`src/rtl/rv_pipe_pkg.sv`:
```
// rtl/rv_pipe_pkg.sv - shared encodings for the RV32 pipeline hazard/forwarding controller
package rv_pipe_pkg;

  localparam logic [1:0] FWD_REG = 2'b00;
  localparam logic [1:0] FWD_MEM = 2'b01;
  localparam logic [1:0] FWD_WB  = 2'b10;

  // Sequencing counter width; covers MC_LAT up to 32 and LOAD_LAT up to 7.
  localparam int SEQ_W = 5;

  typedef enum logic [1:0] {
    ST_RUN      = 2'd0,
    ST_LD_STALL = 2'd1,
    ST_MC_BUSY  = 2'd2
  } haz_state_e;

endpackage

```
`src/rtl/rv_fwd_sel.sv`:
```
// rtl/rv_fwd_sel.sv - ALU operand forward select for one EX source register
module rv_fwd_sel
  import rv_pipe_pkg::*;
#(
  parameter int RA_W = 5
) (
  input  logic [RA_W-1:0] rs,
  input  logic [RA_W-1:0] mem_rd,
  input  logic            mem_RegWEn,
  input  logic            mem_is_load,
  input  logic [RA_W-1:0] wb_rd,
  input  logic            wb_RegWEn,
  output logic [1:0]      sel
);

  // x0 is never forwarded; the younger MEM result shadows WB on equal rd.
  always_comb begin
    sel = FWD_REG;
    if (rs != '0) begin
      if (mem_RegWEn && !mem_is_load && (mem_rd == rs)) begin
        sel = FWD_MEM;
      end else if (wb_RegWEn && (wb_rd == rs)) begin
        sel = FWD_WB;
      end
    end
  end

endmodule

```
`src/rtl/rv_pipe_hazard_ctrl.sv`:
```
// rtl/rv_pipe_hazard_ctrl.sv - load-use / multi-cycle / branch hazard sequencing and forwarding
// Optional perf counters enabled by defining HAZ_PERF_CNT_EN.
module rv_pipe_hazard_ctrl
  import rv_pipe_pkg::*;
#(
  parameter int RA_W     = 5,
  parameter int LOAD_LAT = 1,
  parameter int MC_LAT   = 4,
  parameter int CNT_W    = 16
) (
  input  logic             clk,
  input  logic             rst_n,
  input  logic             id_valid,
  input  logic [RA_W-1:0]  id_rs1,
  input  logic [RA_W-1:0]  id_rs2,
  input  logic             id_use_rs1,
  input  logic             id_use_rs2,
  input  logic             ex_valid,
  input  logic [RA_W-1:0]  ex_rs1,
  input  logic [RA_W-1:0]  ex_rs2,
  input  logic [RA_W-1:0]  ex_rd,
  input  logic             ex_RegWEn,
  input  logic             ex_is_load,
  input  logic             ex_is_mc,
  input  logic             ex_br_taken,
  input  logic [RA_W-1:0]  mem_rd,
  input  logic             mem_RegWEn,
  input  logic             mem_is_load,
  input  logic [RA_W-1:0]  wb_rd,
  input  logic             wb_RegWEn,
  output logic             pc_write,
  output logic             if_id_stall,
  output logic             if_id_flush,
  output logic             id_ex_flush,
  output logic             ex_hold,
  output logic             mc_last,
  output logic [1:0]       ForwardASel,
  output logic [1:0]       ForwardBSel,
  output logic [CNT_W-1:0] stall_cycles,
  output logic [CNT_W-1:0] flush_count
);

  localparam logic [SEQ_W-1:0] CNT_ONE = SEQ_W'(1);

  haz_state_e       state;
  logic [SEQ_W-1:0] cnt;
  logic             lu_hit;
  logic             mc_start;
  logic             br_flush;
  logic [1:0]       fwd_a;
  logic [1:0]       fwd_b;

  rv_fwd_sel #(.RA_W(RA_W)) u_fwd_a (
    .rs(ex_rs1), .mem_rd(mem_rd), .mem_RegWEn(mem_RegWEn), .mem_is_load(mem_is_load),
    .wb_rd(wb_rd), .wb_RegWEn(wb_RegWEn), .sel(fwd_a)
  );

  rv_fwd_sel #(.RA_W(RA_W)) u_fwd_b (
    .rs(ex_rs2), .mem_rd(mem_rd), .mem_RegWEn(mem_RegWEn), .mem_is_load(mem_is_load),
    .wb_rd(wb_rd), .wb_RegWEn(wb_RegWEn), .sel(fwd_b)
  );

  always_comb begin
    lu_hit = id_valid && ex_valid && ex_RegWEn && ex_is_load && (ex_rd != '0) &&
             ((id_use_rs1 && (id_rs1 == ex_rd)) || (id_use_rs2 && (id_rs2 == ex_rd)));
    mc_start = ex_valid && ex_is_mc;
    // A multi-cycle op never coexists with a taken branch; if it does, the op wins.
    br_flush = ex_valid && ex_br_taken && !mc_start;
  end

  always_comb begin
    pc_write    = 1'b0;
    if_id_stall = 1'b0;
    if_id_flush = 1'b0;
    id_ex_flush = 1'b0;
    ex_hold     = 1'b0;
    mc_last     = 1'b0;
    ForwardASel = FWD_REG;
    ForwardBSel = FWD_REG;
    if (rst_n) begin
      ForwardASel = fwd_a;
      ForwardBSel = fwd_b;
      case (state)
        ST_RUN: begin
          if (mc_start) begin
            if_id_stall = 1'b1;
            ex_hold     = 1'b1;
          end else if (br_flush) begin
            pc_write    = 1'b1;
            if_id_flush = 1'b1;
            id_ex_flush = 1'b1;
          end else if (lu_hit) begin
            if_id_stall = 1'b1;
            id_ex_flush = 1'b1;
          end else begin
            pc_write = 1'b1;
          end
        end
        ST_LD_STALL: begin
          if_id_stall = 1'b1;
          id_ex_flush = 1'b1;
        end
        ST_MC_BUSY: begin
          if_id_stall = 1'b1;
          mc_last     = (cnt == CNT_ONE);
          ex_hold     = (cnt != CNT_ONE);
        end
        default: begin
          pc_write = 1'b0;
        end
      endcase
    end
  end

  always_ff @(posedge clk) begin
    if (!rst_n) begin
      state <= ST_RUN;
      cnt   <= '0;
    end else begin
      case (state)
        ST_RUN: begin
          if (mc_start) begin
            state <= ST_MC_BUSY;
            cnt   <= SEQ_W'(MC_LAT - 1);
          end else if (!br_flush && lu_hit && (LOAD_LAT > 1)) begin
            state <= ST_LD_STALL;
            cnt   <= SEQ_W'(LOAD_LAT - 1);
          end
        end
        ST_LD_STALL, ST_MC_BUSY: begin
          if (cnt == CNT_ONE) begin
            state <= ST_RUN;
            cnt   <= '0;
          end else begin
            cnt <= cnt - CNT_ONE;
          end
        end
        default: begin
          state <= ST_RUN;
          cnt   <= '0;
        end
      endcase
    end
  end

  assert property (@(posedge clk) disable iff (!rst_n) !(ex_valid && ex_is_mc && ex_br_taken));

`ifdef HAZ_PERF_CNT_EN
  logic [CNT_W-1:0] stall_q;
  logic [CNT_W-1:0] flush_q;

  always_ff @(posedge clk) begin
    if (!rst_n) begin
      stall_q <= '0;
      flush_q <= '0;
    end else begin
      if (!pc_write && (stall_q != '1)) stall_q <= stall_q + CNT_W'(1);
      if ((state == ST_RUN) && br_flush && (flush_q != '1)) flush_q <= flush_q + CNT_W'(1);
    end
  end

  assign stall_cycles = stall_q;
  assign flush_count  = flush_q;
`else
  assign stall_cycles = '0;
  assign flush_count  = '0;
`endif

endmodule

```
`config.mk`:
```
export PLATFORM = sky130hd
export DESIGN_NAME = rv_pipe_hazard_ctrl
export DESIGN_NICKNAME = d
export VERILOG_FILES = /design/src/rtl/rv_pipe_pkg.sv /design/src/rtl/rv_fwd_sel.sv /design/src/rtl/rv_pipe_hazard_ctrl.sv
export SDC_FILE = /design/constraint.sdc
export NUM_CORES = 1
export LEC_CHECK = 0
export BUFFER_PORTS_ARGS = -buffer_cell sky130_fd_sc_hd__buf_2
export CORE_ASPECT_RATIO = 0.5
export CORE_MARGIN = 2
export CORE_UTILIZATION = 30
export DETAILED_ROUTE_END_ITERATION = 8
export PLACE_DENSITY = 0.75
export SLEW_MARGIN = 10
export SYNTH_ARGS = -nofsm -noshare
export SYNTH_HDL_FRONTEND = slang
export SYNTH_SLANG_ARGS = --single-unit
```
`constraint.sdc`:
```
create_clock -name clk -period 1.35 [get_ports clk]
set_clock_uncertainty 0.05 [all_clocks]
set_input_delay 0.135 -clock clk [delete_from_list [all_inputs] [get_ports clk]]
set_output_delay 0.135 -clock clk [all_outputs]
set_load 0.01 [all_outputs]
```
Word level (Yosys, flattened, before mapping)
Cells that the tools add are included.
Operators by class
  equal/unequal tests: 12
  $add $sub $neg: 1
  multiplexer cells: 37
  reduce and logical (&&, ||, !) cells: 24
Operators with widths (number)
  equality test 5 bit: 6
  two-way mux 1 bit: 20
  two-way mux 2 bit: 10
  logical AND 1 bit: 15
  nonzero test 5 bit: 3
  two-way mux 5 bit: 2
  one-hot mux 5 bit (2 select lines): 1
  one-hot mux 1 bit (2 select lines): 3
  equality test 5 x 1 -> 1 bit (second input constant): 1
  != test 5 x 1 -> 1 bit (second input constant): 1
  subtractor 5 x 1 -> 5 bit (second input constant): 1
  one-hot mux 2 bit (2 select lines): 1
  equality test 2 x 1 -> 1 bit (second input constant): 1
  equality test 2 bit (second input constant): 1
  zero test 1 bit: 2
  zero test 2 bit: 1
  != test 2 x 1 -> 1 bit (second input constant): 1
  != test 2 bit (second input constant): 1
  AND reduction 2 bit: 1
  OR reduction 2 bit: 1
  logical OR 1 bit: 1
Word-level totals
  output and inout port bits: 42
  bits in registers: 7
  input port bits: 48

Depth between registers and ports, before layout
  depth after elaboration: 10
  depth in mapped cells: 6
  gate-level depth less buffers: 6

Hierarchy
Synthesis repeated with hierarchy kept, for this count alone.
Second synthesis, totals
  cells, all modules: 135
  area, all modules: 1041.0 um^2
Modules (own cells, without submodules)
  rv_pipe_hazard_ctrl: area an instance 768.2 um^2, cells each 99, sequential area each 120.1 um^2, instances 1
  rv_fwd_sel: area an instance 136.4 um^2, cells each 18, sequential area each 0.0 um^2, instances 2

Worst setup path before layout
OpenSTA, ideal clock, no wires.
  path type: register -> register
  start point: reg cnt[0]
  end point: reg cnt[2]
  stages on the path, launching flop included: 6
  path buffers: 0
  setup slack: -0.093 ns
  data arrival time: 1.279 ns
  library setup time: 0.114 ns
  cells stage by stage: dfxtp_1 ha_1 or4b_4 nand3_2 o21ai_1 a21o_1
On the way
  longest elaborated chain between the ends: 3
  elaborated cells on any way between the ends: 4
RTL lines
  start: declaration: RTL line rv_pipe_hazard_ctrl.sv:46  | logic [SEQ_W-1:0] cnt;
  start signal: assignment: RTL line rv_pipe_hazard_ctrl.sv:124  | cnt <= SEQ_W'(MC_LAT - 1);
  start signal: assignment: RTL line rv_pipe_hazard_ctrl.sv:127  | cnt <= SEQ_W'(LOAD_LAT - 1);
  start signal: assignment: RTL line rv_pipe_hazard_ctrl.sv:135  | cnt <= cnt - CNT_ONE;
  subtractor 5 x 1 -> 5 bit / equality test 5 x 1 -> 1 bit (equally long branches): RTL line rv_pipe_hazard_ctrl.sv:135, rv_pipe_hazard_ctrl.sv:131
  two-way mux 5 bit (*): RTL line rv_pipe_hazard_ctrl.sv:131  | if (cnt == CNT_ONE) begin
  one-hot mux 5 bit (2 select lines) (*): RTL line rv_pipe_hazard_ctrl.sv:120  | case (state)
Every way passes the cells marked *; elsewhere a longest branch is shown, timed or not.
A chain may end at the register's enable or synchronous reset.

Worst setup path after layout
  start point: reg cnt[1]
  end point: out ex_hold
On the way
  longest elaborated chain between the ends: 3
RTL lines
  != test 5 x 1 -> 1 bit: RTL line rv_pipe_hazard_ctrl.sv:106  | ex_hold = (cnt != CNT_ONE);
  one-hot mux 1 bit (2 select lines): RTL line rv_pipe_hazard_ctrl.sv:83  | case (state)
  two-way mux 1 bit: RTL line rv_pipe_hazard_ctrl.sv:80  | if (rst_n) begin
  end: declaration: RTL line rv_pipe_hazard_ctrl.sv:35  | output logic ex_hold,
No other way between the ends.

==> results.yml <==
run_status:
  run_status: "finished, violations left"
  failed_checks: "setup timing"
routing:
  via_count: 1187
  antenna_violating_nets_post_route: 0
  detailedRoute.firstPassIterationCount: 4
  wirelength_mm: 3.17
  via_per_inst: 4.73
  wl_per_cell_um: 12.6
  drcViolationCount: 0
  first_iter_violations: 88
sta:
  setup_viol: 11
  holdWs_ns: 0.281
  final.period_utilization: 1.28
  final.min_clock_period_ns: 1.73
  setup_ws_ns: -0.376
  timing.final.hold_violations: 0
  grt_setup_unrepaired: "true"
  report.final.slew_viol_count: 0
  fmax_mhz: 579
clock_network:
  htree_num_levels: 1
  holdBufCountCts: 0
  clkSlewWorstSetupHoldPaths_ns: 0.04
  clock-sinks: 6
  cts_root_buf: "sky130_fd_sc_hd__clkbuf_8"
  insertion_delay_ns: 0.23
  cts_tree: "built"
  max-clock-path-buffers: 2
  cts_inserted_buffers: 3
layout:
  antennaDiodeCount: 0
  final_nets: 263
  drive_above_1_share: 0.460
  flow.area_growth_from_synthesis_pct: 50.9
power_and_ir_drop:
  clkPwrFrac: 0.287
  vdd.ir_drop.worst_uv: 266
  power_per_cell_area_nw_per_um2: 619
  internal_power_w: 0.000618
  leakagePower_nw: 0.741
  total_switching_power_w: 0.000332
  switching_share: 0.350
  gate_power_share: 0.496
  p_seq_frac: 0.217
  design_power_total_w: 0.000950
floorplan:
  chipHeight_um: 45.2
  die_area_um2: 3900
  io_pins: 90
  floorplan.die.width_um: 86.4
  starting_utilization_of_the_core_area: 0.326
  floorplan.rows: 14
  placeableCoreArea_um2: 3120
global_routing:
  grt_max_degree: 8
  grt_antenna_before_repair: 0
  via_count_of_the_first_global_routing_pass: 1040
  grt-ovfl-total: 0
  groute.usage.overall: 0.140
  first_pass_grt_wire_length_mm: 4.29
place:
  place_ws_ns: -0.123
  place.port_buffers: 57
  gp_congestion: 0.935
  dp_hpwl_mm: 2.34
setup_path:
  critical_path.max_fanout: 3
  timing.setup.critical_path_class: "flip-flop to output port"
  worstPathCellList: "inv_2 > ha_1 > or4b_4 > o21ai_2 > nor2_1 > buf_2"
  slowest_delay_ns: 0.48
  rr_worst_depth: 8
  endpoint_kind: "output port"
  crit_path_top_delay_cell: "sky130_fd_sc_hd__or4b_4"
  critical_path_buf_inv_count: 2
  worst_ep_arrival_ns: 1.54
  reg2reg_setup_slack_ns: -0.33
  required_ns: 1.16
  worst_r2r_startpoint: "cnt[1]$_SDFFE_PN0P_"
  cp_top_family: "simple AND/OR/NAND/NOR gates"
  worstReg2RegEnd: "cnt[2]$_SDFFE_PN0P_"
  crit_path_start_kind: "flip-flop"
synthesis:
  synth_seq_area_share: 0.118
  synth-seq-cells: 6
  yosysWarningCount: 0
  syn_area_um2: 1020
  synth_cell_types: 33
  synthCells: 135
  synth.avg_cell_area_um2: 7.54
min_path:
  worstHoldPathType: "input pin to flip-flop"
  end_of_the_worst_hold_path: "cnt[3]$_SDFFE_PN0P_"
  min-delay-start: "rst_n"
  holdPathStages: 4
job:
  maxCapViolations: 0
-- layer usage --
layer  track usage  vias up  share of wire
li1              -      556              -
met1         0.130      550           0.34
met2         0.317       75           0.55
met3        0.0402        6          0.098
met4        0.0125        0          0.016
met5             0        -              0
-- worst max-delay path by stage --
stage | to | from | slack [ns] | cells past startpoint
2_1_floorplan | ex_hold | cnt[1]$_SDFFE_PN0P_ | -0.06 | 5
3_3_place_gp | ex_hold | cnt[1]$_SDFFE_PN0P_ | -0.11 | 6
3_5_place_dp | ex_hold | cnt[1]$_SDFFE_PN0P_ | -0.12 | 6
4_1_cts | ex_hold | cnt[1]$_SDFFE_PN0P_ | -0.33 | 6
5_1_grt | ex_hold | cnt[1]$_SDFFE_PN0P_ | -0.40 | 6
6_report | ex_hold | cnt[1]$_SDFFE_PN0P_ | -0.38 | 6
-- cell usage in the layout, fill, tap and decap left out, types with 2 or more instances in the layout --
cell | netlist | layout
sky130_fd_sc_hd__buf_4 | 32 | 16
sky130_fd_sc_hd__nor3_2 | 0 | 3
sky130_fd_sc_hd__buf_6 | 0 | 8
sky130_fd_sc_hd__xor2_1 | 11 | 10
sky130_fd_sc_hd__dfxtp_1 | 6 | 3
sky130_fd_sc_hd__xnor2_1 | 18 | 18
sky130_fd_sc_hd__nor4_2 | 0 | 3
sky130_fd_sc_hd__inv_1 | 6 | 5
sky130_fd_sc_hd__ha_1 | 2 | 2
sky130_fd_sc_hd__conb_1 | 1 | 32
sky130_fd_sc_hd__nand4_1 | 4 | 4
sky130_fd_sc_hd__nand2_1 | 7 | 7
sky130_fd_sc_hd__clkbuf_8 | 0 | 3
sky130_fd_sc_hd__buf_2 | 0 | 49
sky130_fd_sc_hd__nor3_1 | 5 | 2
sky130_fd_sc_hd__nand3_1 | 4 | 4
sky130_fd_sc_hd__nor2_1 | 8 | 7
sky130_fd_sc_hd__nor3b_1 | 3 | 3
sky130_fd_sc_hd__dfxtp_2 | 0 | 3
sky130_fd_sc_hd__o22ai_1 | 2 | 2
-- sequential cells by signal, indices dropped and copies added (netlist names) --
register and cells:
cnt 5, state 1
-- area by class of cell --
class | instances | area, µm²
Tap cell | 40 | 50.0
Clock buffer | 3 | 41.3
Inverter | 6 | 22.5
Timing Repair Buffer | 74 | 470
Sequential cell | 6 | 124
Multi-Input combinational cell | 122 | 827
Fill cell | 268 | 1580
-- Yosys cell counts (all sizes together) --
| cell type | number | area, µm² |
|---|---|---|
| buf | 32 | 240 |
| xnor2 | 18 | 158 |
| xor2 | 11 | 96.3 |
| nor2 | 8 | 30.0 |
| nand2 | 7 | 26.3 |
| dfxtp | 6 | 120 |
| inv | 6 | 22.5 |
| nand3 | 5 | 30.0 |
| nor3 | 5 | 25.0 |
| nand4 | 4 | 25.0 |
| nor4 | 4 | 25.0 |
| nor3b | 3 | 22.5 |
| o21ai | 3 | 15.0 |
| a21oi | 2 | 10.0 |
| a221oi | 2 | 17.5 |
| and2 | 2 | 12.5 |
| ha | 2 | 25.0 |
| o22ai | 2 | 12.5 |
| or4 | 2 | 15.0 |
| a211oi | 1 | 7.51 |
| a21o | 1 | 7.51 |
| a311oi | 1 | 8.76 |
| a31oi | 1 | 6.26 |
| a32oi | 1 | 8.76 |
| conb | 1 | 3.75 |
| nand2b | 1 | 6.26 |
| nand3b | 1 | 7.51 |
| o21ba | 1 | 10.0 |
| o221ai | 1 | 8.76 |
| or4b | 1 | 13.8 |
-- worst min-delay path, cell delays in order --
cell	delay (ns)
sky130_fd_sc_hd__buf_2	0.10
sky130_fd_sc_hd__buf_4	0.15
sky130_fd_sc_hd__nand3_1	0.08
sky130_fd_sc_hd__o21ai_0	0.06
-- stage by stage --
stage	TNS [ns]	instance area, µm²	utilization	cells
finish	-1.78	1540	0.492	251
global route	-2.60	1540	0.492	251
CTS	-1.34	1440	0.460	248
global placement	-0.521	1310	0.421	242
detailed placement	-0.687	1310	0.421	242
floorplan	-0.161	1140	-	166
-- timing repair --
item                                    in CTS  in global routing
resized for setup                           12                 16
pin swaps                                   10                  5
setup buffers                                3                  3
gates cloned                                 0                  0
endpoints found under the setup margin       8                 15
-- power by group through the flow --
stage          clock (W)  combinational (W)  sequential (W)
2_1_floorplan          0           0.000274        0.000211
3_3_place_gp           0           0.000377        0.000206
3_5_place_dp           0           0.000387        0.000207
4_1_cts         0.000277           0.000420        0.000204
5_1_grt         0.000282           0.000509        0.000207
6_report        0.000273           0.000471        0.000206
-- kinds of logic after synthesis --
| family | count (synthesis) | share of synthesized area |
|---|---|---|
| AOI/OAI and AO/OA | 16 | 0.111 |
| xor gates and xnor gates | 29 | 0.250 |
| adders and majority gates | 2 | 0.0246 |
| buffers and inverters | 38 | 0.258 |
| DFF | 6 | 0.118 |
| other | 1 | 0.00369 |
| and+or+nand+nor | 43 | 0.235 |
Power figures use the tool's default switching activity.
